$ cat src/rtl/epcq_op_sequencer.sv
// Command sequencer for the ASMII/EPCQ flash IP: turns one host command into
// tick-aligned strobes, byte shifts and busy handshakes toward the IP.
module epcq_op_sequencer #(
    parameter int DIV      = 8,
    parameter int TO_W     = 24,
    parameter int RISE_MAX = 8
) (
    input  logic        lb_clk,
    input  logic        reset,
    input  logic        cmd_valid,
    output logic        cmd_ready,
    input  logic [2:0]  cmd_op,
    input  logic [31:0] cmd_addr,
    input  logic [7:0]  cmd_len,
    output logic [7:0]  wbuf_addr,
    input  logic [7:0]  wbuf_data,
    output logic [7:0]  rbuf_addr,
    output logic [7:0]  rbuf_data,
    output logic        rbuf_we,
    output logic [31:0] flash_addr,
    output logic        flash_read,
    output logic        flash_rden,
    output logic        flash_write,
    output logic        flash_shift_bytes,
    output logic        flash_sector_erase,
    output logic        flash_wren,
    output logic        flash_en4b_addr,
    output logic [7:0]  flash_datain,
    input  logic [7:0]  flash_dataout,
    input  logic        flash_busy,
    input  logic        flash_data_valid,
    input  logic        flash_illegal_write,
    input  logic        flash_illegal_erase,
    output logic        seq_busy,
    output logic        done,
    output logic        err,
    output logic [2:0]  err_code,
    output logic [8:0]  bytes_done
);
    localparam int TW = (DIV > 1) ? $clog2(DIV) : 1;
    localparam int RW = $clog2(RISE_MAX + 1);

    localparam logic [2:0] OP_NOP    = 3'd0;
    localparam logic [2:0] OP_READ   = 3'd1;
    localparam logic [2:0] OP_PWRITE = 3'd2;
    localparam logic [2:0] OP_ERASE  = 3'd3;
    localparam logic [2:0] OP_EN4B   = 3'd4;
    localparam logic [2:0] OP_VERIFY = 3'd5;

    localparam logic [2:0] E_OP     = 3'd1;
    localparam logic [2:0] E_IWRITE = 3'd2;
    localparam logic [2:0] E_IERASE = 3'd3;
    localparam logic [2:0] E_TMO    = 3'd4;
    localparam logic [2:0] E_VERIFY = 3'd5;
    localparam logic [2:0] E_NORISE = 3'd6;

    typedef enum logic [3:0] {
        S_IDLE, S_STROBE, S_RD_WAIT, S_WR_FETCH, S_WR_SHIFT,
        S_COMMIT, S_WAIT_RISE, S_WAIT_FALL, S_DONE, S_ERROR
    } state_t;

    state_t         state_q, state_d;
    logic [TW-1:0]  tick_q, tick_d;
    logic [2:0]     op_q, op_d;
    logic [7:0]     len_q, len_d;
    logic [8:0]     idx_q, idx_d;
    logic [RW-1:0]  rise_q, rise_d;
    logic [TO_W-1:0] to_q, to_d;
    logic           err_q, err_d;
    logic [2:0]     err_code_q, err_code_d;
    logic [8:0]     bytes_done_q, bytes_done_d;
    logic [7:0]     wbuf_addr_q, wbuf_addr_d;
    logic [7:0]     rbuf_addr_q, rbuf_addr_d;
    logic [7:0]     rbuf_data_q, rbuf_data_d;
    logic           rbuf_we_q, rbuf_we_d;
    logic           done_q, done_d;
    logic [31:0]    addr_q, addr_d;
    logic [7:0]     datain_q, datain_d;
    logic           read_q, read_d, rden_q, rden_d, write_q, write_d;
    logic           shift_q, shift_d, erase_q, erase_d, wren_q, wren_d, en4b_q, en4b_d;

    logic       ce;
    logic [7:0] rd_byte, wr_byte;

    assign ce = (tick_q == TW'(DIV - 1));

    // The IP shifts bytes LSB-first relative to the buffers.
    genvar gi;
    generate
        for (gi = 0; gi < 8; gi++) begin : g_rev
            assign rd_byte[gi] = flash_dataout[7-gi];
            assign wr_byte[gi] = wbuf_data[7-gi];
        end
    endgenerate

    always_comb begin
        state_d      = state_q;
        tick_d       = ce ? '0 : tick_q + TW'(1);
        op_d         = op_q;
        len_d        = len_q;
        idx_d        = idx_q;
        rise_d       = rise_q;
        to_d         = to_q;
        err_d        = err_q;
        err_code_d   = err_code_q;
        bytes_done_d = bytes_done_q;
        wbuf_addr_d  = wbuf_addr_q;
        rbuf_addr_d  = rbuf_addr_q;
        rbuf_data_d  = rbuf_data_q;
        rbuf_we_d    = 1'b0;
        done_d       = 1'b0;
        addr_d       = addr_q;
        datain_d     = datain_q;
        read_d       = read_q;
        rden_d       = rden_q;
        write_d      = write_q;
        shift_d      = shift_q;
        erase_d      = erase_q;
        wren_d       = wren_q;
        en4b_d       = en4b_q;

        if (ce) begin
            // Strobes last exactly one tick unless re-asserted below.
            read_d  = 1'b0;
            write_d = 1'b0;
            shift_d = 1'b0;
            erase_d = 1'b0;
            wren_d  = 1'b0;
            en4b_d  = 1'b0;
            case (state_q)
                S_IDLE: begin
                    if (cmd_valid) begin
                        op_d         = cmd_op;
                        len_d        = cmd_len;
                        addr_d       = cmd_addr;
                        err_d        = 1'b0;
                        err_code_d   = 3'd0;
                        bytes_done_d = 9'd0;
                        idx_d        = 9'd0;
                        wbuf_addr_d  = 8'd0;
                        to_d         = '0;
                        case (cmd_op)
                            OP_NOP:    state_d = S_DONE;
                            OP_READ, OP_VERIFY: begin
                                read_d  = 1'b1;
                                rden_d  = 1'b1;
                                state_d = S_STROBE;
                            end
                            OP_PWRITE: state_d = S_WR_FETCH;
                            OP_ERASE: begin
                                erase_d = 1'b1;
                                wren_d  = 1'b1;
                                state_d = S_STROBE;
                            end
                            OP_EN4B: begin
                                en4b_d  = 1'b1;
                                wren_d  = 1'b1;
                                state_d = S_STROBE;
                            end
                            default: begin
                                err_d      = 1'b1;
                                err_code_d = E_OP;
                                state_d    = S_ERROR;
                            end
                        endcase
                    end
                end
                S_STROBE: begin
                    rise_d = '0;
                    to_d   = '0;
                    if (op_q == OP_READ || op_q == OP_VERIFY) begin
                        state_d = S_RD_WAIT;
                    end else if (op_q == OP_ERASE) begin
                        state_d = S_WAIT_RISE;
                    end else begin
                        state_d = S_WAIT_FALL;
                    end
                end
                S_RD_WAIT: begin
                    if (flash_data_valid) begin
                        if (op_q == OP_VERIFY && rd_byte != wbuf_data) begin
                            err_d        = 1'b1;
                            err_code_d   = E_VERIFY;
                            bytes_done_d = idx_q;
                            rden_d       = 1'b0;
                            to_d         = '0;
                            state_d      = S_ERROR;
                        end else begin
                            if (op_q == OP_READ) begin
                                rbuf_we_d   = 1'b1;
                                rbuf_addr_d = idx_q[7:0];
                                rbuf_data_d = rd_byte;
                            end
                            idx_d        = idx_q + 9'd1;
                            bytes_done_d = bytes_done_q + 9'd1;
                            // Prefetch the next compare byte a tick ahead.
                            wbuf_addr_d  = idx_q[7:0] + 8'd1;
                            if (idx_q == {1'b0, len_q}) begin
                                rden_d  = 1'b0;
                                to_d    = '0;
                                state_d = S_WAIT_FALL;
                            end
                        end
                    end
                end
                S_WR_FETCH: begin
                    datain_d     = wr_byte;
                    shift_d      = 1'b1;
                    wren_d       = 1'b1;
                    idx_d        = idx_q + 9'd1;
                    bytes_done_d = bytes_done_q + 9'd1;
                    state_d      = S_WR_SHIFT;
                end
                S_WR_SHIFT: begin
                    if (idx_q == {1'b0, len_q} + 9'd1) begin
                        write_d = 1'b1;
                        wren_d  = 1'b1;
                        state_d = S_COMMIT;
                    end else begin
                        wbuf_addr_d = idx_q[7:0];
                        state_d     = S_WR_FETCH;
                    end
                end
                S_COMMIT: begin
                    rise_d  = '0;
                    state_d = S_WAIT_RISE;
                end
                S_WAIT_RISE: begin
                    if (flash_busy) begin
                        to_d    = '0;
                        state_d = S_WAIT_FALL;
                    end else if (rise_q == RW'(RISE_MAX - 1)) begin
                        if (!err_q) err_code_d = E_NORISE;
                        err_d   = 1'b1;
                        to_d    = '0;
                        state_d = S_WAIT_FALL;
                    end else begin
                        rise_d = rise_q + RW'(1);
                    end
                end
                S_WAIT_FALL: begin
                    if (!flash_busy) begin
                        state_d = S_DONE;
                    end else if (&to_q) begin
                        // Counter stays saturated so ERROR exits at once.
                        if (!err_q) err_code_d = E_TMO;
                        err_d   = 1'b1;
                        state_d = S_ERROR;
                    end else begin
                        to_d = to_q + TO_W'(1);
                    end
                end
                S_ERROR: begin
                    rden_d = 1'b0;
                    if (!flash_busy || (&to_q)) begin
                        state_d = S_DONE;
                    end else begin
                        to_d = to_q + TO_W'(1);
                    end
                end
                S_DONE: begin
                    done_d  = 1'b1;
                    state_d = S_IDLE;
                end
                default: state_d = S_IDLE;
            endcase

            if (state_q != S_IDLE && state_q != S_ERROR &&
                (flash_illegal_write || flash_illegal_erase)) begin
                read_d    = 1'b0;
                rden_d    = 1'b0;
                write_d   = 1'b0;
                shift_d   = 1'b0;
                erase_d   = 1'b0;
                wren_d    = 1'b0;
                en4b_d    = 1'b0;
                rbuf_we_d = 1'b0;
                done_d    = 1'b0;
                to_d      = '0;
                if (!err_q) err_code_d = flash_illegal_write ? E_IWRITE : E_IERASE;
                err_d     = 1'b1;
                state_d   = S_ERROR;
            end
        end
    end

    always_ff @(posedge lb_clk) begin
        if (reset) begin
            state_q      <= S_IDLE;
            tick_q       <= '0;
            op_q         <= 3'd0;
            len_q        <= 8'd0;
            idx_q        <= 9'd0;
            rise_q       <= '0;
            to_q         <= '0;
            err_q        <= 1'b0;
            err_code_q   <= 3'd0;
            bytes_done_q <= 9'd0;
            wbuf_addr_q  <= 8'd0;
            rbuf_addr_q  <= 8'd0;
            rbuf_data_q  <= 8'd0;
            rbuf_we_q    <= 1'b0;
            done_q       <= 1'b0;
            addr_q       <= 32'd0;
            datain_q     <= 8'd0;
            read_q       <= 1'b0;
            rden_q       <= 1'b0;
            write_q      <= 1'b0;
            shift_q      <= 1'b0;
            erase_q      <= 1'b0;
            wren_q       <= 1'b0;
            en4b_q       <= 1'b0;
        end else begin
            state_q      <= state_d;
            tick_q       <= tick_d;
            op_q         <= op_d;
            len_q        <= len_d;
            idx_q        <= idx_d;
            rise_q       <= rise_d;
            to_q         <= to_d;
            err_q        <= err_d;
            err_code_q   <= err_code_d;
            bytes_done_q <= bytes_done_d;
            wbuf_addr_q  <= wbuf_addr_d;
            rbuf_addr_q  <= rbuf_addr_d;
            rbuf_data_q  <= rbuf_data_d;
            rbuf_we_q    <= rbuf_we_d;
            done_q       <= done_d;
            addr_q       <= addr_d;
            datain_q     <= datain_d;
            read_q       <= read_d;
            rden_q       <= rden_d;
            write_q      <= write_d;
            shift_q      <= shift_d;
            erase_q      <= erase_d;
            wren_q       <= wren_d;
            en4b_q       <= en4b_d;
        end
    end

    assign cmd_ready          = (state_q == S_IDLE);
    assign seq_busy           = (state_q != S_IDLE);
    assign wbuf_addr          = wbuf_addr_q;
    assign rbuf_addr          = rbuf_addr_q;
    assign rbuf_data          = rbuf_data_q;
    assign rbuf_we            = rbuf_we_q;
    assign flash_addr         = addr_q;
    assign flash_read         = read_q;
    assign flash_rden         = rden_q;
    assign flash_write        = write_q;
    assign flash_shift_bytes  = shift_q;
    assign flash_sector_erase = erase_q;
    assign flash_wren         = wren_q;
    assign flash_en4b_addr    = en4b_q;
    assign flash_datain       = datain_q;
    assign done               = done_q;
    assign err                = err_q;
    assign err_code           = err_code_q;
    assign bytes_done         = bytes_done_q;
endmodule
$ cat config.mk
export PLATFORM = sky130hd
export DESIGN_NAME = epcq_op_sequencer
export DESIGN_NICKNAME = d
export VERILOG_FILES = /design/src/rtl/epcq_op_sequencer.sv
export SDC_FILE = /design/constraint.sdc
export NUM_CORES = 1
export LEC_CHECK = 0
export CORE_ASPECT_RATIO = 0.8
export CORE_UTILIZATION = 55
export DETAILED_ROUTE_END_ITERATION = 10
export GPL_TIMING_DRIVEN = 0
export PLACE_DENSITY_LB_ADDON = 0.12
export SYNTH_ARGS = -nofsm -noshare
export SYNTH_HDL_FRONTEND = slang
export SYNTH_SLANG_ARGS = --single-unit
$ cat constraint.sdc
create_clock -name lb_clk -period 3.75 [get_ports lb_clk]
set_clock_uncertainty 0.2 [all_clocks]
set_input_delay 0.5625 -clock lb_clk [delete_from_list [all_inputs] [get_ports lb_clk]]
set_output_delay 0.5625 -clock lb_clk [all_outputs]
set_load 0.005 [all_outputs]
* After elaboration in Yosys (flattened, before gate mapping)
Index checks and enable logic that the tools add are counted.
** Word-level totals
- Flip-flop bits (word level) :: 141
- Bits in latches :: 0
- Bits in writable memories :: 0
- Memory bits (read-only) :: 0
- Bits of input ports :: 66
- Output and inout port bits :: 88
- Word-level logic and storage cells :: 209
- Memories :: 0
** Operators by class
- Add/subtract/negate cells :: 7
- Multipliers :: 0
- Divide/modulo/power cells :: 0
- Magnitude comparators :: 0
- Equal/unequal tests :: 43
- Shift-type cells :: 0
- Mux-type cells :: 95
- Bitwise logic cells :: 4
- Reductions and logical operators :: 36
** Operators with widths (number)
- $mux W24 :: 10
- $pmux W24 S6 :: 1
- $pmux W9 S3 :: 2
- $mux W4 :: 12
- $mux W9 :: 5
- $mux W1 :: 40
- $mux W3 :: 13
- $pmux W4 S9 :: 1
- $mux W8 :: 4
- $ne A3 B3 Y1 const B :: 9
- $add A24 B1 Y24 const B :: 1
- $pmux W8 S3 :: 1
- $reduce_and A24 Y1 :: 1
- $eq A4 B3 Y1 const B :: 5
- $add A9 B1 Y9 const B :: 2
- $reduce_and A9 Y1 :: 2
- $ne A4 B4 Y1 const B :: 4
- $eq A3 B3 Y1 const B :: 4
- $ne A2 B2 Y1 const B :: 6
- $pmux W3 S4 :: 1
- $pmux W4 S3 :: 1
- $reduce_and A6 Y1 :: 2
- $reduce_or A6 Y1 :: 2
- $reduce_and A5 Y1 :: 2
- other kinds (35) :: 54

* Depth between registers and ports, before layout
- Word-level depth :: 7
- Gate-level depth with buffers :: 10
- Gate-level depth less buffers :: 8

* Worst setup path after synthesis
Ideal clock, no wire load.
- Kind :: input port to flip-flop
- Start :: input port flash_dataout[2]
- End :: register to_q[11]
- Library setup time :: 123 ps
- Arrival time :: 2262 ps
- Data required time :: 3427 ps
- Slack :: 1165 ps
- Stages :: 9
- Buffers on the path :: 2
- Path through :: xnor2_1 -> nand4_1 -> o211a_1 -> a2111o_1 -> and3_1 -> clkbuf_1 -> buf_4 -> a32oi_1 -> o21ai_1
** On the way
- Word-level cells in the longest chain between the ends :: 6
- Elaborated cells between the ends (all ways) :: 8
- Classes of those cells :: eq/ne: 2; mux: 4; reduce/logical: 2
** Ends and longest elaborated chain
- start, declared :: line 29 : input logic [7:0] flash_dataout,
- $ne A8 B8 Y1 (*) :: line 181 : if (op_q == OP_VERIFY && rd_byte != wbuf_data) begin
- $logic_and A1 B1 Y1 (*) :: line 181
- $mux W24 :: line 181
- $mux W24 :: line 180 : if (flash_data_valid) begin
- $pmux W24 S6 :: line 130 : case (state_q)
- $mux W24 :: line 268 : if (state_q != S_IDLE && state_q != S_ERROR &&
- end signal, assigned :: line 320 : to_q <= to_d;
- end, declared :: line 68 : logic [TO_W-1:0] to_q, to_d;
Mark *: on every way between the ends. The rest lies on a longest branch, timed or not. The select of a mux whose other input is x is not followed.
A chain may end at the register's enable or synchronous reset.

* Worst setup path in the final report
- Start :: input port flash_dataout[2]
- End :: register bytes_done_q[6] (netlist: bytes_done[6])
** On the way
- Word-level cells in the longest chain between the ends :: 5
** Ends and longest elaborated chain
- $ne A8 B8 Y1 :: line 181
- $logic_and A1 B1 Y1 :: line 181
- $mux W9 :: line 181
- $mux W9 :: line 180
- $pmux W9 S3 :: line 130
- end signal, assigned :: line 323 : bytes_done_q <= bytes_done_d;
- end, declared :: line 71 : logic [8:0] bytes_done_q, bytes_done_d;
Every way passes these cells. The select of a mux whose other input is x is not followed.

==> reports/results.txt <==
Run status: finished clean
Hold violation total from the final report: 0
Clock power frac: 49.8%
Vias in the first global route: 6848
Count of state elements after synthesis: 141
Detailed Route WL: 22.5 mm
Total nets after synthesis: 991
Total of cells resized after clock tree synthesis: 0
Num ports: 154
Kind of critical path: in2reg
Area of the mapped netlist: 7160 um^2
Arrival time at the worst endpoint: 3.30 ns
Vert. Die Dim: 104 um
Global-route wire length before repair: 35.4 mm
Most frequent standard cell in the layout excluding fill and tap cells: nand2_1
Int Power: 2560 uW
CTS Hold Bufs: 0
TritonCTS Sinks: 141
Clock insertion delay at the later pin of the skew report: 0.42 ns
Unrepaired setup endpoints after global routing: false
Root Driver: clkbuf_16
Cell leakage power: 0.00320 uW
Warnings from Yosys: 0
Post-route clock period utilization: 84.0%
Final min period: 3.15 ns
Uppermost layer routed: met4
Max-cap violation count: 0
Largest net degree at the start of global routing: 17
Pwr dens: 352 nW/um^2
Signed area change from the synthesized netlist to the final layout: 32.0%
Final net count: 1160
Total global routing track utilization: 33.2%
Standard cell area after detailed placement: 8870 um^2
Total area of sequential cells: 2820 um^2
Total negative setup slack: 0 ns
Per-instance average area after synthesis: 7.79 um^2
Overflow after GRT: 0
Number of flops mapped to enable cells by yosys: 0
H-tree levels: 4
Detailed route wirelength on metal3: 2.47 mm
Share of layout cells above drive strength 1: 6.18%
Inserted Clock Buffers: 17
Final HPWL from detailed placement: 16.2 mm
Setup crit start kind: primary input
Wire length on met1: 10.0 mm
Max VDD drop: 0.372 mV
Number of vias in the routed layout: 7775
Sequential share of power: 45.2%
1st-iter DRT viols: 954
Fill cells: 984
Initial antenna violation count: 0
Final design area excluding fillers: 9440 um^2
PortBufs: 150
Post-CTS clock slew at the launch and capture registers of the worst setup and hold paths: 0.06 ns
Final GP Congestion: 0.985
Post-CTS setup-driven buffer insertion count: 0
FP Rows: 36
Placed Cells incl. Taps: 1239
N_diodes: 0
Die width: 130 um
Pre-antenna DRT Iters: 8
Maximum fanout along the worst path: 7
Clock tree from TritonCTS: yes
Wire per inst: 17.7 um
Min-delay worst type: reg2reg
Routed met2 length: 9.68 mm
Final non-filler cell total: 1271
Core Footprint: 12400 um^2
Final Max Tran Viols: 0
Final ANT Viol Nets: 0
Gate Count Post-Synth: 918
Detailed-route vias per instance: 6.12
Total net switching power: 764 uW
Part of the total power dissipated in combinational logic: 5.0%
DRC Markers: 0
Bufs on Longest Clock Path: 2
Multi-input combinational cell area: 3970 um^2
Main flop type after synthesis: dfxtp_1
Crit path required time: 3.90 ns
Worst-Margin Slew: 1.00 ns
Floorplan die area: 13500 um^2
Async set-or-reset flop fraction in the synthesized netlist: 0%
Portion of the post-synthesis area used by sequential elements: 39.4%
Number of endpoints failing setup at the final stage: 0
Most frequent cells in the layout: nand2_1, clkdlybuf4s50_1, dfxtp_1
Initial Util: 57.6%
Sw Share: 23.0%
Relative slew slack: 32.9%
Kind of end point of the critical path: flop
Maximum operating frequency: 0.318 GHz
Number of distinct library cell variants in the gate-level netlist after synthesis: 68
[power groups by stage]
stage,clock network [uW],logic [uW],registers [uW]
6_report,1660,167,1500
5_1_grt,1730,177,1500
2_1_floorplan,0,61.3,1540
3_5_place_dp,0,163,1540
4_1_cts,1650,164,1500
3_3_place_gp,0,162,1540
[flip-flops by register name, summed over array words and instances (netlist names), 4 cells and up]
name	flops
to_q	24
flash_datain	8
rise_q	4
len_q	8
idx_q	9
flash_addr	32
rbuf_addr	8
state_q	4
wbuf_addr	8
rbuf_data	8
bytes_done	9
[layout make-up]
class / instances / share of cell area, %
clock inverter: 14 / 1.51
clock buffer: 18 / 4.54
sequential: 141 / 29.9
multi-input combinational: 690 / 42.0
inverter: 17 / 0.676
timing repair buffer: 150 / 15.9
buffer: 70 / 3.22
tap: 171 / 2.27
[cells by family (layout without fill, tap and decap cells)]
kind of cell	Yosys count	count (layout)	share of synthesized area (%)
multiplexers	13	13	1.82
flip-flops	141	141	39.4
adder cells (fa/ha/maj)	7	7	1.22
AO/OA/AOI/OAI	263	263	24.1
buffers and inverters	87	269	5.14
AND/OR/NAND/NOR	386	386	25.7
XOR/XNOR	21	21	2.57
[per-stage QoR]
step                      setup slack, ns  hold WS [ns]  power (uW)  utilization [%]
final                               0.602         0.233        3330             76.0
after global routing                0.465         0.261        3410             76.0
after CTS                           0.724         0.236        3320             76.0
after detailed placement            0.298         0.227        1700             71.4
after global placement              0.312         0.219        1700             71.4
after floorplan                      1.17         0.204        1600                -
[path summary, 6_finish.rpt]
kind / cells past startpoint / slack, ns / start / endpoint
worst min-delay path: 1 / 0.23 / tick_q[0] / tick_q[0]
worst max-delay path: 8 / 0.60 / flash_dataout[2] / bytes_done[6]
worst max register to register: 10 / 0.71 / idx_q[3] / to_q[7]
worst min register to register: 1 / 0.23 / tick_q[0] / tick_q[0]
[cells in the mapped netlist (all sizes together) (17+ instances only)]
cell type	count	area share (%)
a21oi	115	8.0
and3	21	1.8
buf	25	1.9
clkbuf	45	2.4
dfxtp	141	39
inv	17	0.89
nand2	168	8.8
nand3	34	2.4
nand4	19	1.7
nor2	56	3.0
nor3	35	2.7
o21ai	40	2.9
xnor2	18	2.2
[routing by layer]
| metal | track usage [%] | up-vias |
|---|---|---|
| met5 | 0 | - |
| met4 | 8.64 | 0 |
| met3 | 8.23 | 42 |
| met2 | 48.5 | 464 |
| met1 | 48.5 | 3614 |
| li1 | - | 3655 |
[worst max-delay path, stage by stage]
cell	delay (ns)
clkdlybuf4s50_1	0.52
xnor2_1	0.13
nand4_1	0.17
o211a_1	0.37
a211oi_1	0.88
nand2b_1	0.30
o21ai_0	0.24
o2bb2ai_1	0.12
No activity file was read; power rests on OpenSTA's default activity.
